`src/rtl/if_stage.sv`:
```
// ============================================================================
// Module  : if_stage
// Brief   : RV32I instruction-fetch stage; owns the PC, drives imem and fills
//           the IF/ID register. Optional feature macro: IF_MISALIGN_TRAP_EN.
// Revision: 1.0 - initial release
// ============================================================================
`default_nettype none

module if_stage #(
    parameter logic [31:0] RESET_PC  = 32'h0000_0000,
    parameter logic [31:0] NOP_INSTR = 32'h0000_0013
) (
    input  logic        clk,
    input  logic        rst,
    input  logic        stall,
    input  logic        flush,
    input  logic        redirect,
    input  logic [31:0] redirect_pc,
    output logic [31:0] imem_addr,
    input  logic [31:0] imem_data,
    output logic        id_valid,
    output logic [31:0] id_instr,
    output logic [31:0] id_pc,
    output logic [31:0] id_pc4,
    output logic        fetch_fault
);

    typedef enum logic [0:0] {
        ST_RUN   = 1'b0,
        ST_FAULT = 1'b1
    } state_t;

    typedef enum logic [1:0] {
        ID_HOLD   = 2'd0,
        ID_LOAD   = 2'd1,
        ID_BUBBLE = 2'd2
    } id_op_t;

    state_t      r_state;
    state_t      w_state_nxt;
    id_op_t      w_id_op;
    logic [31:0] r_pc;
    logic [31:0] w_pc_nxt;
    logic [31:0] w_pc_plus4;
    logic        w_redir_aligned;

    logic        r_id_valid;
    logic [31:0] r_id_instr;
    logic [31:0] r_id_pc;
    logic [31:0] r_id_pc4;

    assign imem_addr       = r_pc;
    assign w_pc_plus4      = r_pc + 32'd4;
    assign w_redir_aligned = (redirect_pc[1:0] == 2'b00);

    always_comb begin
        w_state_nxt = r_state;
        w_pc_nxt    = r_pc;
        w_id_op     = ID_HOLD;
        case (r_state)
            ST_RUN: begin
                if (redirect) begin
                    w_id_op = ID_BUBBLE;
`ifdef IF_MISALIGN_TRAP_EN
                    if (w_redir_aligned) begin
                        w_pc_nxt = redirect_pc;
                    end else begin
                        w_state_nxt = ST_FAULT;
                    end
`else
                    w_pc_nxt = {redirect_pc[31:2], 2'b00};
`endif
                end else if (stall) begin
                    w_id_op = flush ? ID_BUBBLE : ID_HOLD;
                end else begin
                    w_pc_nxt = w_pc_plus4;
                    w_id_op  = flush ? ID_BUBBLE : ID_LOAD;
                end
            end
            ST_FAULT: begin
                // Parked until software redirects to an aligned target.
                w_id_op = ID_BUBBLE;
                if (redirect && w_redir_aligned) begin
                    w_pc_nxt    = redirect_pc;
                    w_state_nxt = ST_RUN;
                end
            end
            default: begin
                w_state_nxt = ST_RUN;
            end
        endcase
    end

    always_ff @(posedge clk) begin
        if (rst) begin
            r_state    <= ST_RUN;
            r_pc       <= RESET_PC;
            r_id_valid <= 1'b0;
            r_id_instr <= NOP_INSTR;
            r_id_pc    <= 32'd0;
            r_id_pc4   <= 32'd0;
        end else begin
            r_state <= w_state_nxt;
            r_pc    <= w_pc_nxt;
            case (w_id_op)
                ID_LOAD: begin
                    r_id_valid <= 1'b1;
                    r_id_instr <= imem_data;
                    r_id_pc    <= r_pc;
                    r_id_pc4   <= w_pc_plus4;
                end
                ID_BUBBLE: begin
                    r_id_valid <= 1'b0;
                    r_id_instr <= NOP_INSTR;
                end
                default: begin
                end
            endcase
        end
    end

    assign id_valid = r_id_valid;
    assign id_instr = r_id_instr;
    assign id_pc    = r_id_pc;
    assign id_pc4   = r_id_pc4;

`ifdef IF_MISALIGN_TRAP_EN
    assign fetch_fault = (r_state == ST_FAULT);
`else
    assign fetch_fault = 1'b0;
`endif

endmodule

`default_nettype wire

```
`config.mk`:
```
export PLATFORM = sky130hd
export DESIGN_NAME = if_stage
export DESIGN_NICKNAME = d
export VERILOG_FILES = /design/src/rtl/if_stage.sv
export SDC_FILE = /design/constraint.sdc
export NUM_CORES = 1
export LEC_CHECK = 0
export CAP_MARGIN = 40
export CORE_MARGIN = 5
export CORE_UTILIZATION = 47
export DETAILED_ROUTE_END_ITERATION = 8
export DONT_BUFFER_PORTS = 1
export GPL_TIMING_DRIVEN = 0
export PLACE_DENSITY = 0.64
export SLEW_MARGIN = 20
export SYNTH_ARGS = -nofsm -noshare
export SYNTH_HDL_FRONTEND = slang
export SYNTH_SLANG_ARGS = --single-unit
```
`constraint.sdc`:
```
create_clock -name clk -period 6.9 [get_ports clk]
set_clock_uncertainty 0.2 [all_clocks]
set_input_delay 1.035 -clock clk [delete_from_list [all_inputs] [get_ports clk]]
set_output_delay 1.035 -clock clk [all_outputs]
set_load 0.05 [all_outputs]
```
# ---- Word level (Yosys, flattened, before mapping)
# Cells that the tools add are included.
dict set report totals {
  regBits 130
  inputBits 69
  out_inout_bits 130
  elab_cells 29
}
dict set report classes {
  addsub 1
  n_eq_ne 4
  muxes 12
  bitwise 1
  n_reduce_logical 5
}
# cell n
set op_table {}
lappend op_table {{$pmux W32 S2} 2}
lappend op_table {{$mux W32} 3}
lappend op_table {{$add A32 B3 Y32 const B} 1}
lappend op_table {{$mux W2} 4}
lappend op_table {{$pmux W2 S2} 1}
lappend op_table {{$ne A3 B3 Y1 const B} 1}
lappend op_table {{$eq A2 B1 Y1 const B} 1}
lappend op_table {{$eq A2 B2 Y1 const B} 1}
lappend op_table {{$logic_not A2 Y1} 1}
lappend op_table {{$ne A2 B1 Y1 const B} 1}
lappend op_table {{$pmux W1 S2} 1}
lappend op_table {{$reduce_and A2 Y1} 1}
lappend op_table {{$reduce_bool A2 Y1} 1}
lappend op_table {{$reduce_or A2 Y1} 1}
lappend op_table {{$logic_and A1 B1 Y1} 1}
lappend op_table {{$mux W1} 1}
lappend op_table {{$not A1 Y1} 1}

# ---- Logic depth before layout (Yosys ltp)
# Gate-level depths: netlist of the first run.
dict set report logic_depth {
  depth_word 6
  mapped_depth 11
  depth_no_buf 7
}

# ---- Worst setup path after synthesis of the first run
# No wires, ideal clock.
dict set report synth_path {
  path_type {input to register}
  from {input redirect}
  to {register r_id_instr[21], in the netlist id_instr[21]}
  setup_time_ps 65
  arrival_time_ps 3155
  t_required_ps 6635
  setup_slack_ps 3480
  path_stages 11
  n_path_buf 5
  cell_sequence {clkbuf_1 > clkbuf_1 > or3_1 > nor2_1 > ha_1 > clkbuf_1 > nor2_1 > clkbuf_1 > clkbuf_1 > a22oi_1 > nor2_1}
}
dict set report synth_between {
  elab_chain_cells 4
  elab_cells_between_ends 6
  classes_between {2 x eq/ne; 3 x mux; 1 x reduce/logical}
}
# item line
set synth_rtl {}
lappend synth_rtl {{start: declaration} 17} ;# input logic redirect,
lappend synth_rtl {{$mux W2 *} 62} ;# if (redirect) begin
lappend synth_rtl {{$pmux W2 S2 *} 60} ;# case (r_state)
lappend synth_rtl {{$eq A2 B2 Y1 or $eq A2 B1 Y1 (tied branches)} 105} ;# case (w_id_op)
lappend synth_rtl {{$pmux W32 S2 or $reduce_bool A2 Y1 (tied branches)} -}
lappend synth_rtl {{end signal: assignment} 108} ;# r_id_instr <= imem_data;
lappend synth_rtl {{end: declaration} 48} ;# logic [31:0] r_id_instr;
# Every way passes the cells marked *; elsewhere a longest branch is shown, timed or not.
# A chain may end at the register's enable or synchronous reset.

# ---- Worst setup path in the final report of the first run
dict set report layout_path {
  from {input redirect}
  to {register r_id_instr[30], in the netlist id_instr[30]}
}
# Same word-level chain as after synthesis.

==> results.json, run 1 <==
{
  "outcome": "finished clean",
  "ir_drop_v": 0.000189,
  "crit_arrival_ps": 3700,
  "synth_top_area_share_pct": 45.3,
  "vias": 5128,
  "firstDrtPassIters": 5,
  "rsz0062_at_grt": "no",
  "yosysTopAreaCell": "dfxtp_1",
  "numCtsBuffers": 17,
  "core_area_mm2": 0.0119,
  "area_delta_synth_final_pct": 14.5,
  "cts_buffer_depth": 2,
  "synth_seq_cells": 128,
  "seq_area_mm2": 0.00256,
  "synth_ff_type": "dfxtp_1",
  "p_sw_mw": 0.551,
  "antenna_left": 0,
  "finalInstanceArea_mm2": 0.00647,
  "final.min_clock_period_ps": 3550,
  "cts-resized-gates": 0,
  "grt.overflow.total": 0,
  "worstPathCellList": "clkbuf_1, clkbuf_1, or3_1, nor2_1, ha_1, clkbuf_1, nor2_1, clkbuf_1, clkbuf_1, a22oi_1, nor2_1",
  "cts_root_buf": "clkbuf_16",
  "multi_input_area_mm2": 0.00279,
  "switching_share_pct": 27.9,
  "pwr-share-comb_pct": 6.9,
  "cts_tree": "yes",
  "die_w_um": 120,
  "num_rows": 40,
  "cpMaxStageDelayCell": "or3_1",
  "synth_most_common_cell": "dfxtp_1",
  "cts_sinks": 128,
  "clk_latency_ps": 420,
  "finalCritPeriodShare_pct": 51.4,
  "hold_viol": 0,
  "cpPeakStageDelay_ps": 470,
  "postCtsHoldBufs": 0,
  "grt_use_total_pct": 25.7,
  "p_int_mw": 1.43,
  "finalSetupViolCount": 0,
  "dieHeight_um": 120,
  "post_cts_buffers": 0,
  "async_flop_share_pct": 0,
  "worstMarginPinSlew_ps": 841,
  "vias_per_cell": 6.16,
  "cp.required_ps": 7050,
  "cellPowerDensity_mw_per_mm2": 305,
  "synth_common_cells": "128 x dfxtp_1, 118 x nor2_1, 50 x clkbuf_1, 36 x a22oi_1, 35 x mux2i_1",
  "placed_area_mm2": 0.00584,
  "finalWorstSetupSlack_ps": 3350,
  "wl_per_cell_um": 22.7,
  "slew_headroom_pct": 43.8,
  "ys_top_cells_by_area": "dfxtp_1 45%, nor2_1 7.8%, mux2i_1 6.2%",
  "drt-total-wl_um": 18900,
  "io_buffers": 0,
  "initial_core_util_pct": 47.4,
  "synth_cell_types": 53,
  "slew_violations": 0,
  "hpwlAfterDp_um": 14200,
  "cpMostUsedCell": "clkbuf_1",
  "grt_pass1_wl_um": 28200,
  "synth_edf_count": 0,
  "grt_antenna_before_repair": 0,
  "synth_nets": 724,
  "grt_max_degree": 17,
  "place_ws_ps": 2920,
  "cp-start-kind": "primary input",
  "final_layout_size_suffix_gt1_share_pct": 6.86,
  "dieArea_mm2": 0.0143,
  "io_pins": 199,
  "clock.fmax_ghz": 0.282,
  "crit_fanout": 10,
  "drt_iter0_markers": 544,
  "fin_tns_setup_ps": 0,
  "drv_cap": 0,
  "fillerInstances": 1161,
  "ys_seq_area_share_pct": 45.3,
  "yosys_warnings": 0,
  "worstSetupPathType": "in2reg",
  "clk_pin_slew_ps": 60,
  "syn_area_per_cell_um2": 8.67,
  "antennaDiodeCount": 0,
  "synthCells": 652,
  "grt_pass1_vias": 4748,
  "htreeDepth": 4,
  "place_congestion": 0.957,
  "sequentialPowerShare_pct": 44.6,
  "end_kind": "flip-flop",
  "clkPwrFrac_pct": 48.4,
  "synth_area_mm2": 0.00565,
  "p_leak_nw": 2.13,
  "drc": 0,
  "final_nets": 744,
  "hp-class": "reg2reg"
}
==> per-stage QoR <==
stage | std cells | hold slack (ps) | utilization (%) | power, mW
final | 832 | 297 | 54.3 | 1.98
after global routing | 832 | 321 | 54.3 | 2.04
after CTS | 831 | 302 | 54.3 | 1.98
after detailed placement | 799 | 287 | 49.0 | 1.03
after global placement | 799 | 283 | 49.0 | 1.03
after floorplan | 652 | 254 | - | 0.984
==> layout by cell type (no fill, tap or decap), types with 5 or more instances in the layout <==
cell type / n
a211oi_1: 27
a21oi_1: 17
a22oi_1: 36
a31oi_1: 7
a32oi_1: 8
and3_1: 5
buf_1: 6
buf_4: 5
clkbuf_1: 51
clkbuf_16: 17
dfxtp_1: 128
inv_1: 10
mux2i_1: 35
nand2_1: 30
nand3_1: 18
nand4_1: 11
nor2_1: 118
nor3_1: 10
nor4_1: 11
o21ai_0: 15
o22ai_1: 5
or3_1: 8
or4_1: 6
xnor2_1: 17
xor2_1: 10
==> sequential cells by signal (all words and copies together), names as in the netlist <==
| signal | cells |
|---|---|
| id_valid | 1 |
| id_pc4 | 30 |
| id_instr | 32 |
| imem_addr | 32 |
| id_pc | 32 |
| r_state | 1 |
==> final timing paths <==
kind                     start       endpoint  slack (ps)  cells after the start
hold / removal    imem_addr[1]   imem_addr[1]         300                      1
setup reg to reg  imem_addr[7]  imem_addr[27]        3600                      5
setup / recovery      redirect   id_instr[30]        3350                     11
hold reg to reg   imem_addr[1]   imem_addr[1]         300                      1
==> layout make-up <==
class,instances,share of cell area [%]
Buffer,64,4.06
Multi-Input combinational cell,450,43.1
Tap cell,147,2.84
Inverter,10,0.580
Clock buffer,19,6.85
Timing Repair Buffer,1,0.0774
Clock inverter,13,2.88
Sequential cell,128,39.6
==> routing by layer <==
metal	vias up	share of wire, %	global-route usage (%)
li1	2380	-	-
met1	2464	43	34.1
met2	262	45	39.3
met3	22	10	8.62
met4	0	1.7	9.09
met5	-	0	0
==> power by group through the flow <==
stage,Sequential [mW],Clock (mW),Combinational [mW]
2_1_floorplan,0.885,0,0.0992
3_3_place_gp,0.897,0,0.131
3_5_place_dp,0.898,0,0.134
4_1_cts,0.882,0.962,0.135
5_1_grt,0.885,1.00,0.150
6_report,0.882,0.957,0.137
==> critical path: cells and delay by family <==
kind                     cells  cell delay [ps]
AO/OA/AOI/OAI                1              130
AND/OR/NAND/NOR              4              890
adder cells (fa/ha/maj)      1              240
buffers and inverters        5             1400
==> kinds of logic after synthesis <==
| group | Yosys count | synth area share (%) |
|---|---|---|
| AND/OR/NAND/NOR | 237 | 19.7 |
| AO/OA/AOI/OAI | 147 | 18.5 |
| XOR/XNOR | 27 | 4.18 |
| multiplexers | 35 | 6.20 |
| other | 1 | 0.0664 |
| buffers and inverters | 74 | 5.31 |
| flip-flops | 128 | 45.3 |
| adder cells (fa/ha/maj) | 3 | 0.664 |
No activity file was read; power rests on OpenSTA's default activity.
==> run 2: changes to the inputs <==
Clock period 6.9 ns to 3.57 ns, I/O delays scaled along.
==> results of run 2 <==
The final DEF is identical to that of run 1. Status: finished clean.
Among the figures that moved: setup slack after placement 2920 ps -> 93.1 ps; setup slack after layout 3350 ps -> 268 ps; hold slack 297 ps -> 64.4 ps; start point of the critical path redirect -> imem_addr[7]; end point of the critical path id_instr[30] -> imem_addr[27]; register-to-register setup slack 3600 ps -> 270 ps; end point of the worst hold path imem_addr[1] -> id_instr[6]; total power 1.98 mW -> 3.82 mW; worst IR drop on VDD 0.000189 V -> 0.000366 V
==> patch 1: new RTL, flow settings as in run 2 <==
Reset style: asynchronous (`rst`), changed in one clocked block.
--- a/src/rtl/if_stage.sv
+++ b/src/rtl/if_stage.sv
@@ -93,3 +93,3 @@
 
-    always_ff @(posedge clk) begin
+    always_ff @(posedge clk or posedge rst) begin
         if (rst) begin
Behaviour: differs if rst is asserted again (counterexample within 4 cycles, from zero or initial values and one cycle with rst high); with rst held inactive, the same outputs for 10 cycles.
==> patch 1 against run 2 <==
  * Wire length is 0.73% higher
  * Die area increased by 7.4%
  * Sequential cell count unchanged
  * Synthesized cell count down 11%
  * Core utilization up 1.2 points
  * Area after synthesis increased by 8.1%
  * Non-clock buffer count is 1 higher
  * Worst hold slack worse by 0.025 ns
  * Setup slack better by 0.091 ns
  * Sequential share of layout area is 6.0 points higher
  * Final area increased by 8.7%
  * Largest cell class is now registers
Power is not compared: it rests on default switching activity, and its combinational part moved more than twofold at a synthesized area within 25%.
==> patch 1: results (changes against run 2) <==
* Detailed-route via count at 5062 (-1.3%)
* CP arrival at 3.28 ns (-0.17 ns)
* Hpwl dp at 13800 um (-3.0%)
* First-pass GRT wire length at 29200 um (+3.3%)
* M1 WL at 7440 um (-8.2%)
* Fillers at 1172 (+0.95%)
* Top cells by area, synth: dfrtp_1 51%, mux2_2 5.9%, a22o_1 4.2%
* Reg-to-reg startpoint: r_state
* Status: completed
* Hold Path Origin: imem_data[28]
* DRT Pass-1 Iters at 5 (unchanged)
* Non-clock buffer share of cell area at 4.84% (+0.70 points)
* # clk buffers at 17 (-2)
* Layout Nets at 677 (-9.0%)
* Max-slew headroom at the worst pin at 45.5% (+1.7 points)
* H-tree depth at 4 (unchanged)
* Met2 wire length at 9040 um (+6.4%)
* Post-synthesis mux area share at 5.90% (-0.30 points)
* Synth Area in Compound Gates at 18.2% (-0.28 points)
* Largest delay share family, worst path: buffers and inverters
* Total chip power at about 5300 uW
* Share of cells above drive strength 1 at 15.7% (+8.8 points)
* Area share of fa/ha/maj cells after synthesis at 0.615% (-0.050 points)
* Place WS at -0.276 ns (-0.369 ns)
* Fraction of area in registers at 45.6% (+6.0 points)
* Vias/cell at 6.41 (+4.0%)
* Yosys cell types at 51 (-3.8%)
* Maximum root-to-sink buffer count at 2 (unchanged)
* Pin count of the biggest net entering global routing at 38 (+21)
* Total Routed Length at 19100 um (+0.73%)
* Multi-input combinational area share at 37.1% (-6.0 points)
* Critical-path maximum fanout at 10 (+2)
* Met1 Use GR at 32.4% (-1.6 points)
* Hold Path End: id_instr[28]
* Max Used Layer: met5
* PostCTS Resize Cnt at 1 (+1)
* Crit-path max cell delay at 0.46 ns (-0.38 ns)
* Synth Area per Inst at 10.5 um2 (+21%)
* GPL Wtd Cong at 0.917 (-4.1%)
* Seq/Total Area, Yosys at 52.5% (+7.2 points)
* Drt initial violations at 392 (-28%)
* Smallest hold slack at 0.0394 ns (-0.0250 ns)
* Ys async rst share at 100% (+100 points)
* Worst r2r path cells at 9 (+4)
* All-Layer GR Usage at 25.1% (-0.60 points)
* R2r setup slk at 0.36 ns (+0.09 ns)
* Synth top cells by count: 125 x dfrtp_1, 48 x nor2_1, 43 x clkbuf_1
* Multi-input gates at 386 (-14%)
* Post-CTS setup buffer count at 0 (unchanged)
* GR Util met2 at 38.3% (-0.98 points)
* Initial antenna violation count at 2 (+2)
* Hold Buf Count CTS at 1 (+1)
* DP Cell Count at 757 (-5.3%)
* Final Cycle Share at 90.0% (-2.5 points)
* DP Area at 6390 um2 (+9.5%)
* Worst hold path stage count at 1 (-1)
* Xor/xnor share of the synthesized area at 1.72% (-2.5 points)
patch 1: changes by cell type after synthesis, sizes merged, moves of 9 or more:
cell / before / now
a22oi: 36 / 3
xnor2: 17 / 6
nand4: 11 / 20
a211oi: 27 / 0
dfxtp: 128 / 0
mux2: 0 / 32
a31oi: 7 / 16
mux2i: 35 / 0
nor2: 118 / 48
dfrtp: 0 / 125
a22o: 3 / 29
or4: 6 / 16
patch 1: kinds of logic (layout without fill, tap and decap cells):
| kind of cell | Yosys count | count (layout) |
|---|---|---|
| other | 1 | 1 |
| buffers and inverters | 68 | 104 |
| adder cells (fa/ha/maj) | 3 | 3 |
| flip-flops | 128 | 128 |
| multiplexers | 32 | 32 |
| AO/OA/AOI/OAI | 155 | 155 |
| AND/OR/NAND/NOR | 183 | 183 |
| XOR/XNOR | 12 | 12 |
==> patch 2: new RTL, flow settings as in run 2 <==
Made on the original files. Change the parameter `NOP_INSTR` from 32'h0000_0013 to 32'h00000009.
--- a/src/rtl/if_stage.sv
+++ b/src/rtl/if_stage.sv
@@ -10,3 +10,3 @@
     parameter logic [31:0] RESET_PC  = 32'h0000_0000,
-    parameter logic [31:0] NOP_INSTR = 32'h0000_0013
+    parameter logic [31:0] NOP_INSTR = 32'h00000009
 ) (
Behaviour: not the same (Yosys sat finds a counterexample within 4 cycles, from zero or initial values and one cycle with rst high).
==> patch 2 against run 2 <==
  * Wire length down 0.41%
  * Worst hold slack lost 0.0045 ns
  * Via count grew 1.1%
  * Non-clock buffer count unchanged
  * Sequential cell count stayed put
  * Power shrank 2.4%
  * Setup slack gained 0.049 ns
  * Area after synthesis about the same
  * Final area decreased by 0.43%
==> patch 2: results (changes against run 2) <==
* Status: completed
* Met2 wire length at 8600 um (+1.2%)
* Seq/Total Area, Yosys at 45.3% (about the same)
* Synth top cells by count: 128 x dfxtp_1, 120 x nor2_1, 49 x clkbuf_1
* Worst Hold Class: in -> reg
* GPL Wtd Cong at 0.924 (-3.4%)
* GR Util met2 at 40.4% (+1.2 points)
* CP arrival at 3.39 ns (-0.06 ns)
* Critical-path maximum fanout at 10 (+2)
* Multi-input gates at 451 (+0.22%)
* Non-clock buffer share of cell area at 4.19% (+0.057 points)
* Hpwl dp at 13800 um (-2.7%)
* All-Layer GR Usage at 26.0% (+0.31 points)
* Met3 WL post-DR at 2060 um (+3.7%)
* Multi-input combinational area share at 43.4% (+0.26 points)
* Top cells by area, synth: dfxtp_1 45%, nor2_1 8.0%, mux2i_1 6.2%
* Worst r2r path cells at 6 (+1)
* Detailed-route via count at 5182 (+1.1%)
* Inverters at 9 (-1)
* Switching part of the total at 29.9% (+2.0 points)
* Initial antenna violation count at 1 (+1)
* DP Area at 5840 um2 (+0.15%)
* DRT Pass-1 Iters at 5 (unchanged)
* Routed len/inst at 22.6 um (-0.41%)
* Yosys cell types at 54 (+1.9%)
* Clock-cell share of area at 9.28% (-0.44 points)
* M1 WL at 7860 um (-3.0%)
* P&R area growth vs syn at 14.0%
* Met3 Resource Use GR at 10.4% (+1.8 points)
* R2r setup slk at 0.32 ns (+0.05 ns)
* Vias in the first global route at 4998 (+5.3%)
* Pleak at 0.00212 uW (-0.77%)
* Synth Area per Inst at 8.67 um2 (about the same)
* Place WS at -0.0237 ns (-0.117 ns)
* Max-slew headroom at the worst pin at 37.7% (-6.1 points)
* P_seq at roughly 1700 uW
* Fillers at 1136 (-2.2%)
* DP Cell Count at 800 (+0.13%)
* # clk buffers at 17 (-2)
* Fraction of area in registers at 39.8% (+0.17 points)
* First-pass GRT wire length at 29000 um (+2.6%)
* Antenna-violating nets left at 0 (unchanged)
* Setup crit end: id_pc4[24]
* Met1 Use GR at 33.8% (-0.23 points)
* Fin crit period at 3.25 ns (-0.0488 ns)
* RR Endpoint: id_pc4[24]
* Crit-path max cell delay at 0.78 ns (-0.06 ns)
-- patch 2: changes by cell type in the layout (fill, tap and decap cells not counted), moves of 3 or more --
cell and delta:
nand2b_1 -3, inv_6 +5, clkinv_2 -3, o22ai_1 -3
-- patch 2: kinds of logic after synthesis --
logic type | count (synthesis) | synth area share [%]
simple gates | 238 | 19.8
mux | 35 | 6.20
xor+xnor | 27 | 4.18
fa+ha+maj | 3 | 0.664
buf+inv | 73 | 5.25
compound gates | 147 | 18.5
flops | 128 | 45.3
other cells | 1 | 0.0663
-- patch 2: worst min-delay path by stage --
stage | startpoint | end | slack, ns | cells past startpoint
detailed placement | imem_addr[0] | imem_addr[0] | 0.29 | 1
floorplan | imem_addr[0] | imem_addr[0] | 0.25 | 1
global placement | imem_addr[0] | imem_addr[0] | 0.27 | 1
CTS | imem_data[29] | id_instr[29] | 0.05 | 2
global route | imem_data[10] | id_instr[10] | 0.05 | 2
finish | imem_data[22] | id_instr[22] | 0.06 | 2
